==> src/rtl/ff256_mult_by_const_wb_master.sv <==
// Wishbone classic initiator for the GF(256) multiply-by-constant responder:
// writes a 64-bit job as two words, waits for the responder to settle, reads the product back.
module ff256_mult_by_const_wb_master #(
    parameter int BUS_WIDTH  = 1,
    parameter int DATA_WIDTH = 32,
    parameter int BE_WIDTH   = 4,
    parameter int SETTLE     = 2,
    parameter int TIMEOUT    = 15
) (
    input  logic                    clk,
    input  logic                    reset,
    input  logic                    job_valid_i,
    output logic                    job_ready_o,
    input  logic [2*DATA_WIDTH-1:0] job_data_i,
    output logic                    res_valid_o,
    input  logic                    res_ready_i,
    output logic [2*DATA_WIDTH-1:0] res_data_o,
    output logic                    res_err_o,
    output logic [BUS_WIDTH-1:0]    adr_o,
    output logic [DATA_WIDTH-1:0]   data_o,
    input  logic [DATA_WIDTH-1:0]   data_i,
    output logic                    we_o,
    output logic [BE_WIDTH-1:0]     sel_o,
    output logic                    stb_o,
    input  logic                    ack_i,
    output logic                    cyc_o
);

    typedef enum logic [2:0] {
        S_IDLE   = 3'd0,
        S_WR0    = 3'd1,
        S_WR1    = 3'd2,
        S_SETTLE = 3'd3,
        S_RD0    = 3'd4,
        S_RD1    = 3'd5,
        S_DONE   = 3'd6
    } state_t;

    // One counter serves both the settle interval and the per-beat ack timeout.
    localparam int CNT_MAX = (SETTLE > TIMEOUT) ? SETTLE : TIMEOUT;
    localparam int CNT_W   = $clog2(CNT_MAX + 1);

    state_t                    state_q, state_d;
    logic [CNT_W-1:0]          cnt_q, cnt_d;
    logic [2*DATA_WIDTH-1:0]   job_q, job_d;
    logic [2*DATA_WIDTH-1:0]   res_q, res_d;
    logic                      err_q, err_d;

    logic [DATA_WIDTH-1:0]     job_word [2];
    logic                      in_beat;
    logic                      ack_hit;
    logic                      beat_expired;
    logic                      settle_done;

    genvar gi;
    generate
        for (gi = 0; gi < 2; gi++) begin : g_job_word
            assign job_word[gi] = job_q[gi*DATA_WIDTH +: DATA_WIDTH];
        end
    endgenerate

    assign in_beat      = (state_q == S_WR0) || (state_q == S_WR1) ||
                          (state_q == S_RD0) || (state_q == S_RD1);
    assign ack_hit      = in_beat && ack_i;
    assign beat_expired = (cnt_q == CNT_W'(TIMEOUT - 1));
    assign settle_done  = (cnt_q == CNT_W'(SETTLE - 1));

    always_ff @(posedge clk or posedge reset) begin
        if (reset) begin
            state_q <= S_IDLE;
            cnt_q   <= '0;
            job_q   <= '0;
            res_q   <= '0;
            err_q   <= 1'b0;
        end else begin
            state_q <= state_d;
            cnt_q   <= cnt_d;
            job_q   <= job_d;
            res_q   <= res_d;
            err_q   <= err_d;
        end
    end

    always_comb begin
        state_d = state_q;
        cnt_d   = cnt_q;
        job_d   = job_q;
        res_d   = res_q;
        err_d   = err_q;
        case (state_q)
            S_IDLE: begin
                if (job_valid_i) begin
                    job_d   = job_data_i;
                    res_d   = '0;
                    err_d   = 1'b0;
                    cnt_d   = '0;
                    state_d = S_WR0;
                end
            end
            S_WR0, S_WR1, S_RD0, S_RD1: begin
                if (ack_hit) begin
                    cnt_d = '0;
                    case (state_q)
                        S_WR0:   state_d = S_WR1;
                        S_WR1:   state_d = S_SETTLE;
                        S_RD0: begin
                            res_d[DATA_WIDTH-1:0] = data_i;
                            state_d = S_RD1;
                        end
                        default: begin
                            res_d[2*DATA_WIDTH-1:DATA_WIDTH] = data_i;
                            state_d = S_DONE;
                        end
                    endcase
                end else if (beat_expired) begin
                    // Abandon the remaining beats; a partial read must not leak out.
                    cnt_d   = '0;
                    res_d   = '0;
                    err_d   = 1'b1;
                    state_d = S_DONE;
                end else begin
                    cnt_d = cnt_q + CNT_W'(1);
                end
            end
            S_SETTLE: begin
                if (settle_done) begin
                    cnt_d   = '0;
                    state_d = S_RD0;
                end else begin
                    cnt_d = cnt_q + CNT_W'(1);
                end
            end
            S_DONE: begin
                if (res_ready_i) begin
                    state_d = S_IDLE;
                end
            end
            default: begin
                state_d = S_IDLE;
                cnt_d   = '0;
            end
        endcase
    end

    always_comb begin
        job_ready_o = 1'b0;
        res_valid_o = 1'b0;
        adr_o       = '0;
        data_o      = '0;
        we_o        = 1'b0;
        sel_o       = '0;
        stb_o       = 1'b0;
        cyc_o       = 1'b0;
        case (state_q)
            S_IDLE: job_ready_o = 1'b1;
            S_WR0: begin
                cyc_o  = 1'b1;
                stb_o  = 1'b1;
                sel_o  = '1;
                we_o   = 1'b1;
                data_o = job_word[0];
            end
            S_WR1: begin
                cyc_o  = 1'b1;
                stb_o  = 1'b1;
                sel_o  = '1;
                we_o   = 1'b1;
                adr_o  = BUS_WIDTH'(1);
                data_o = job_word[1];
            end
            S_SETTLE: cyc_o = 1'b1;
            S_RD0: begin
                cyc_o = 1'b1;
                stb_o = 1'b1;
                sel_o = '1;
            end
            S_RD1: begin
                cyc_o = 1'b1;
                stb_o = 1'b1;
                sel_o = '1;
                adr_o = BUS_WIDTH'(1);
            end
            S_DONE: res_valid_o = 1'b1;
            default: job_ready_o = 1'b0;
        endcase
    end

    assign res_data_o = res_q;
    assign res_err_o  = err_q;

endmodule

==> config.mk <==
export PLATFORM = sky130hd
export DESIGN_NAME = ff256_mult_by_const_wb_master
export DESIGN_NICKNAME = d
export VERILOG_FILES = /design/src/rtl/ff256_mult_by_const_wb_master.sv
export SDC_FILE = /design/constraint.sdc
export NUM_CORES = 1
export LEC_CHECK = 0
export ABC_AREA = 0
export ABC_CLOCK_PERIOD_IN_PS = 7900
export CAP_MARGIN = 20
export CORE_MARGIN = 5
export CORE_UTILIZATION = 49
export DETAILED_ROUTE_END_ITERATION = 12
export HOLD_SLACK_MARGIN = 0.12
export PLACE_DENSITY_LB_ADDON = 0.08
export SLEW_MARGIN = 20
export SYNTH_ARGS = -nofsm -noshare
export SYNTH_HDL_FRONTEND = slang
export SYNTH_SLANG_ARGS = --single-unit
==> constraint.sdc <==
create_clock -name clk -period 7.9 [get_ports clk]
set_input_delay 1.975 -clock clk [delete_from_list [all_inputs] [get_ports clk]]
set_output_delay 1.975 -clock clk [all_outputs]
set_load 0.005 [all_outputs]
==> impl_results.md <==
- GRT busiest layer: met2
- Final period util: 0.646
- Final setup vio count: 0
- Input/output buffers: 207
- FMAX: 0.196 GHz
- Commonest non-fill, non-tap cells in the layout: 207 x clkdlybuf4s50_1, 136 x dfrtp_1, 65 x a22o_1
- CTS tree: done
- Ys async rst share: 1.00
- GPL Wtd Cong: 0.795
- DP Cell Count: 815
- Initial antenna violation count: 0
- GR met2 Demand/Resource: 0.327
- Sequential cell fraction of total power: 0.359
- Synth Instances: 470
- H-tree levels: 4
- Synth Warn #: 0
- Max cap viols: 0
- Clk_skew: 0.00796 ns
- Class of the worst hold path: flip-flop to flip-flop
- Worst hold margin: 0.494 ns
- Pre-antenna DRT Iters: 4
- Status: completed
- Req. time, crit path: 5.93 ns
- CP Max Fanout: 22
- Worst-path clk slew: 0.05 ns
- Routed WL: 14.9 mm
- Net switching power: 1050 uW
- Largest net degree at the start of global routing: 70
- Final instance area: 8660 um^2
- Worst path slowest cell: dfrtp_1
- Setup Fix Bufs, Post-CTS: 0
- FF-to-FF End: res_data_o[0]$_DFFE_PP0P_
- Worst reg2reg setup slack: 4.92 ns
- Die Width: 121 um
- Most Frequent Cell on Critical Path: nor2b_2
- Iter 0 DRT Violations: 297
- Met3 Use GR: 0.0737
- Core area: 12,100 um^2
- Worst-Margin Slew: 0.893 ns
- Ys flop type: dfrtp_1
- Antenna Cells: 0
- Routed vias: 4,386
- Setup tns final: 0 ns
- Remaining Overflow, GRT: 0
- Critical path endpoint category: output pin
- Count of cell types in the netlist: 45
- Detailed placement HPWL: 10.6 mm
- Vias per inst: 5.21
- Internal power: 2440 uW
- CP startpoint kind: flip-flop
- #FFs+latches synth: 136
- Sequential area share after synthesis: 0.563
- Number of remaining DRC errors: 0
- Final Hold Fails: 0
- Pwr Density: 403 nW/um^2
- Comb pwr share: 0.425
- Syn Nets: 574
- Routing usage on met1: 0.270
- Worst skew pair latency: 0.41 ns
- Row Count: 40
- Vias in the first global route: 4,675
- RR Startpoint: state_q[1]$_DFFE_PP0P_
- Tmin final: 5.11 ns
- FF-to-FF path depth: 6
- # clock sinks: 136
- Post-place setup slack: 3.23 ns
- Layout cells sized above 1: 0.163
- Crit path from: state_q[0]$_DFFE_PP0P_
- Die Ht: 121 um
- Number of gates resized after CTS: 0
- Placed inst area: 8110 um^2
- Remaining antenna violation count: 0
- Max clock buf depth: 2
- Crit-path max cell delay: 0.76 ns
- Setup CP Type: flip-flop to output pin
- Starting density of the core: 0.501
- Fin nets: 770
- Finished Layout Cells: 842
- Wirelength per Cell: 17.7 um
- Post-route setup slack: 2.79 ns
- Layout area overhead: 43.4%
- RSZ-0062 raised after global routing: no
- Mapped cell area: 6040 um^2
- CP Capture Point: data_o[11]
- Sw frac: 0.302
- Slew Limit Fails: 0
- Commonest non-fill, non-tap cell in the layout: clkdlybuf4s50_1
- CP cell instances: nor2b_2 -> nor2b_2 -> buf_4 -> a22o_1 -> clkdlybuf4s50_1
- CP Data Arrival Time: 3.13 ns
- Clock share of power: 0.216
- Worst slew margin: 0.404
- Syn avg cell area: 12.9 um^2
- Lkg Pwr: 0.00369 uW
- Max rail drop VDD: 0.224 mV
- Clk root buf: clkbuf_16
- Die area: 14,600 um^2
- Total GRT Usage: 0.211
- First-pass GRT wire length: 24.2 mm
- EDFF count, synth: 0
- Ports: 208
- Hold buffer count at cts: 0
- TritonCTS Buffers: 17
==> kinds of logic after synthesis <==
| group | Yosys count | share of synthesized area |
|---|---|---|
| flip-flops | 136 | 0.563 |
| adder cells (fa/ha/maj) | 3 | 0.00621 |
| multiplexers | 97 | 0.174 |
| AO/OA/AOI/OAI | 98 | 0.134 |
| AND/OR/NAND/NOR | 61 | 0.0530 |
| buffers and inverters | 75 | 0.0692 |
==> Yosys cell counts, types with 3 or more instances <==
cell	number	area [um^2]
ha_1	3	37.5
clkbuf_1	5	18.8
dfrtp_1	136	3400
buf_4	9	67.6
nor2_1	7	26.3
nand2b_1	3	18.8
a21oi_1	7	35.0
mux2_2	64	721
inv_1	38	143
a22o_1	65	569
nand2_1	34	128
buf_6	12	135
a22oi_1	3	22.5
nor2b_1	4	25.0
mux2i_1	33	330
o21ai_0	5	25.0
buf_2	10	50.1
==> flip-flops by register name, indices dropped and copies added, names as in the netlist <==
signal	count
state_q	3
cnt_q	4
res_data_o	64
res_err_o	1
job_q	64
==> critical path: cells and delay by family, from the launching register on <==
kind / cells / cell delay, ns
AND/OR/NAND/NOR: 2 / 0.88
AO/OA/AOI/OAI: 1 / 0.19
flip-flops: 1 / 0.76
buffers and inverters: 2 / 0.87
==> power by group through the flow <==
stage	clock network [uW]	registers (uW)	logic, uW
after floorplan	0	1200	845
after global placement	0	1260	1460
after detailed placement	0	1260	1490
after CTS	770	1250	1510
after global routing	801	1300	1610
final	752	1250	1480
==> metal layers <==
metal / vias up / share of wire
met5: - / 0
met4: 0 / 0.019
met3: 19 / 0.087
met2: 160 / 0.47
met1: 2161 / 0.42
li1: 2046 / -
==> worst min-delay path by stage <==
stage                                     from                    endpoint  slack, ns  depth (start not counted)
finish              res_data_o[47]$_DFFE_PP0P_  res_data_o[47]$_DFFE_PP0P_       0.49                          1
global route        res_data_o[39]$_DFFE_PP0P_  res_data_o[39]$_DFFE_PP0P_       0.51                          1
CTS                 res_data_o[33]$_DFFE_PP0P_  res_data_o[33]$_DFFE_PP0P_       0.50                          1
detailed placement  res_data_o[39]$_DFFE_PP0P_  res_data_o[39]$_DFFE_PP0P_       0.48                          1
global placement    res_data_o[45]$_DFFE_PP0P_  res_data_o[45]$_DFFE_PP0P_       0.48                          1
floorplan                job_q[32]$_DFFE_PP0P_       job_q[32]$_DFFE_PP0P_       0.48                          1
==> layout make-up <==
class | instances | area (um^2)
flip-flops and latches | 136 | 3400
inverters | 38 | 145
clock inverters | 4 | 70.1
multi-input cells | 259 | 2220
repair buffers | 214 | 2120
well taps | 168 | 210
fillers | 849 | 3400
clock buffers | 23 | 488
==> per-stage QoR <==
stage	utilization	total power, uW
after floorplan	-	2040
final	0.718	3490
after global placement	0.672	2720
after global routing	0.718	3710
after detailed placement	0.672	2750
after CTS	0.718	3530
Note: power is estimated with default switching activity, not from simulation.
==> RTL edit 1, RTL diff (config.mk and constraints unchanged) <==
Make the reset (`reset`) synchronous in one clocked block.
--- a/src/rtl/ff256_mult_by_const_wb_master.sv
+++ b/src/rtl/ff256_mult_by_const_wb_master.sv
@@ -66,5 +66,5 @@
     assign settle_done  = (cnt_q == CNT_W'(SETTLE - 1));
 
-    always_ff @(posedge clk or posedge reset) begin
+    always_ff @(posedge clk) begin
         if (reset) begin
             state_q <= S_IDLE;
Formal check against the unedited RTL: differs if reset is asserted again (counterexample within 4 cycles, from zero or initial values and one cycle with reset high); with reset held inactive, the same outputs for 4 cycles.
==> RTL edit 1 against the unedited design <==
- power down 23%
- sequential cell count unchanged
- first-iteration DRC count up 88%
- clock power up 6.9%
- final area down 3.6%
- routed wire length up 14%
- hold slack worse by 41 ps
- via count up 30%
- critical endpoint is now data_o[23]
- worst setup slack better by 430 ps
- utilization up 0.98 points
- area after synthesis down 5.0%
==> RTL edit 1: results (changes against the unedited design) <==
metric,value,unit,change
Final Hold Fails,0,,unchanged
pin count of the biggest net entering global routing,115,,+64%
GRT Total Usage,0.2334,,+0.02286
Placed Area,0.007724,sq mm,-4.7%
Leak Pwr,2.945,nW,-20%
CTS resizes,0,,unchanged
post-CTS setup buffers,0,,unchanged
sw power,0.9549,mW,-9.4%
Post-synth top cells,"197 x nand2_1, 136 x dfxtp_1, 103 x a21oi_1",,
Synth Warn #,0,,unchanged
Top delay family on crit path,buffers and inverters,,
Wirelength per Cell,16.71,um,-5.9%
CTS Buf Count,17,,unchanged
"Clk pin slew, worst setup/hold paths",60,ps,
maximum vdd drop,0.4481,mV,+100%
WP data arrival,2710,ps,-420 ps
Post-DP HPWL,11230,um,+6.4%
Flop pwr share,0.337,,-0.022
clk pwr,0.804,mW,+6.9%
Mapped Nets,808,,+41%
H-tree levels,4,,unchanged
CP peak stage delay,650,ps,-110 ps
number of global-route vias before repair,5481,,+17%
final setup skew,6.475,ps,-1.489 ps
Clock Tree Buf Depth,2,,unchanged
DRT iter0 DRCs,557,,+88%
Unique masters post-synth,41,,-8.9%
CP max FO,34,,+55%
clk_lat worst skew,410,ps,about the same
# diodes,0,,unchanged
Slowest cell on crit path,dfxtp_1,,
outcome,"finished, final reports clean",,
Worst Hold Class,flop to flop,,
post-synth top area share,0.4745,,-0.08889
first-pass GRT wire length,27370,um,+13%
initial antenna violation count,0,,unchanged
PortBufs,207,,unchanged
Vias/cell,5.614,,+7.8%
global placer's final weighted congestion,0.8638,,+8.7%
Final #Nets,967,,+26%
Async SR Flop Fraction,0,,-1.000
Slew HR,0.2641,,-0.1403
dominant cells by area after synthesis,"dfxtp_1 47%, nand2_1 13%, a21oi_1 9.0%",,
Clock Root Buffer,clkbuf_16,,
layout cells sized above 1,0.06735,,-0.09585
first-pass detailed-route iteration total,5,,+1
register area share after synthesis,0.4745,,-0.08889
## RTL edit 1: layout make-up
class	instances	area (sq um)
Fill cell	899	3117
Sequential cell	136	2723
Multi-Input combinational cell	490	2705
Tap cell	143	178.9
Clock inverter	6	85.08
Timing Repair Buffer	212	2107
Clock buffer	26	529.3
Inverter	6	22.52
## RTL edit 1: logic make-up after synthesis
| kind of cell | Yosys count | synth area share |
|---|---|---|
| flip-flops | 136 | 0.4745 |
| AND/OR/NAND/NOR | 302 | 0.2481 |
| buffers and inverters | 78 | 0.06040 |
| adder cells (fa/ha/maj) | 4 | 0.008287 |
| AO/OA/AOI/OAI | 184 | 0.2087 |
## RTL edit 1: final timing paths
path	endpoint	depth (start not counted)	from	slack (ps)
worst max-delay path	data_o[23]	5	state_q[1]$_SDFFE_PP0P_	3220
worst min register to register	job_q[52]$_SDFFE_PP0P_	2	job_q[52]$_SDFFE_PP0P_	450
worst max register to register	res_data_o[32]$_SDFFE_PP0P_	5	state_q[2]$_SDFFE_PP0P_	4750
worst min-delay path	job_q[52]$_SDFFE_PP0P_	2	job_q[52]$_SDFFE_PP0P_	450
## RTL edit 1: stage by stage
step / power (mW) / instances / hold WS [ps] / setup slack (ps)
floorplan: 1.533 / 704 / 436.0 / 4301
global placement: 1.860 / 987 / 441.4 / 3292
detailed placement: 1.896 / 987 / 446.0 / 3118
CTS: 2.701 / 1019 / 453.6 / 3267
global route: 2.860 / 1019 / 467.4 / 3113
finish: 2.696 / 1019 / 452.8 / 3219
## RTL edit 1: routing by layer
metal	up-vias	GRT usage	routed length, um
met2	218	0.3783	8279
met5	-	0	0
met1	2712	0.2931	7219
li1	2765	-	-
met3	26	0.06447	1119
met4	0	0.09749	405
==> RTL edit 2, RTL diff (same flow settings) <==
Made on the original files. Change the parameter `SETTLE` from 2 to 1.
--- a/src/rtl/ff256_mult_by_const_wb_master.sv
+++ b/src/rtl/ff256_mult_by_const_wb_master.sv
@@ -5,5 +5,5 @@
     parameter int DATA_WIDTH = 32,
     parameter int BE_WIDTH   = 4,
-    parameter int SETTLE     = 2,
+    parameter int SETTLE     = 1,
     parameter int TIMEOUT    = 15
 ) (
Function: changed (Yosys sat finds a counterexample within 10 cycles, from zero or initial values and one cycle with reset high).
==> RTL edit 2 against the unedited design <==
- via count up 1.2%
- non-clock buffer count up 1
- fmax up 12%
- utilization grew 0.091 points
- die area shrank 0.93%
- sequential cell count unchanged
- worst setup slack improved by 560 ps
- power is 3.5% lower
- area after synthesis down 1.0%
- hold slack got worse by 10 ps
- global-route usage rose by 0.85 points
- routed wire length rose by 4.7%
- highest routed layer unchanged
- final area shrank 0.29%
==> RTL edit 2: results (changes against the unedited design) <==
metric,value,unit,change
Mapped Nets,569,,-0.87%
register area share after synthesis,0.5692,,+0.005776
outcome,"finished, final reports clean",,
CP max FO,32,,+45%
Wirelength per Cell,19.01,um,+7.1%
Slew HR,0.3930,,-0.01134
final setup skew,5.109,ps,-2.856 ps
Leak Pwr,3.866,nW,+4.7%
Critical R2R Launch,state_q[2]$_DFFE_PP0P_,,
Post-DP HPWL,10790,um,+2.2%
maximum vdd drop,0.1779,mV,-21%
number of global-route vias before repair,4743,,+1.5%
pin count of the biggest net entering global routing,75,,+7.1%
Vias/cell,5.394,,+3.5%
Post-synth top cells,"136 x dfrtp_1, 66 x a22o_1, 64 x mux2_1",,
post-CTS setup buffers,0,,unchanged
global placer's final weighted congestion,0.8659,,+8.9%
hold_sp,job_q[6]$_DFFE_PP0P_,,
H-tree levels,4,,unchanged
CTS Hold Bufs,0,,unchanged
first-pass detailed-route iteration total,5,,+1
first-pass GRT wire length,24810,um,+2.3%
DRT iter0 DRCs,289,,-2.7%
dominant cells by area after synthesis,"dfrtp_1 57%, mux2_1 12%, a22o_1 9.7%",,
Unique masters post-synth,43,,-4.4%
## RTL edit 2: cell types whose count changed after synthesis, moves of 3 or more
cell / before / now
mux2_1: 0 / 64
mux2_2: 64 / 0
clkbuf_1: 5 / 12
buf_4: 9 / 5
o21ai_0: 5 / 1
a22oi_1: 3 / 0
buf_2: 10 / 7
buf_6: 12 / 9
## RTL edit 2: cell type report
| cell class | count | area, sq um |
|---|---|---|
| Sequential cell | 136 | 3403 |
| Clock inverter | 4 | 45.04 |
| Tap cell | 147 | 183.9 |
| Multi-Input combinational cell | 257 | 2241 |
| Clock buffer | 25 | 485.5 |
| Timing Repair Buffer | 215 | 2132 |
| Inverter | 39 | 148.9 |
| Fill cell | 866 | 3372 |
## RTL edit 2: logic make-up after synthesis
family                     after synthesis  synth area share
muxes                                   97            0.1758
and+or+nand+nor                         60           0.04939
AOI/OAI and AO/OA                       96            0.1366
buffers and inverters                   72           0.06110
DFF                                    136            0.5692
adders and majority gates                4          0.007952
## RTL edit 2: where the power goes
| part | switching [mW] | internal (mW) |
|---|---|---|
| sequential | 0.221 | 1.02 |
| combinational | 0.568 | 0.828 |
| clock | 0.278 | 0.451 |
| total | 1.07 | 2.30 |
## RTL edit 2: critical path: stages (launching register included)
cell	delay [ps]
dfrtp_1	660
nand2b_1	260
nor2_2	140
buf_4	350
a22o_1	220
clkdlybuf4s50_1	510
## RTL edit 2: per-stage QoR
stage | setup WS, ps | hold WS (ps) | area [sq um] | total power, mW | cells
after global routing | 3187 | 509.7 | 8640 | 3.572 | 823
after global placement | 3724 | 468.3 | 8109 | 2.615 | 794
final | 3356 | 483.4 | 8640 | 3.367 | 823
after detailed placement | 3696 | 475.6 | 8109 | 2.653 | 794
after CTS | 3339 | 487.8 | 8640 | 3.403 | 823
after floorplan | 2286 | 458.5 | 5979 | 1.941 | 465
## RTL edit 2: metal layers
metal,routed length [um],track usage
met3,1357,0.09074
met1,6706,0.2792
met4,227,0.07082
met2,7352,0.3413
met5,0,0
## RTL edit 2: worst paths after layout
path	depth (start not counted)	end	slack, ps
worst max-delay path	5	data_o[30]	3360
worst min-delay path	1	job_q[6]$_DFFE_PP0P_	480
worst max register to register	6	res_data_o[36]$_DFFE_PP0P_	5260
worst min register to register	1	job_q[6]$_DFFE_PP0P_	480
max in group asynchronous	3	res_data_o[6]$_DFFE_PP0P_	4420
min in group asynchronous	2	res_data_o[38]$_DFFE_PP0P_	2110
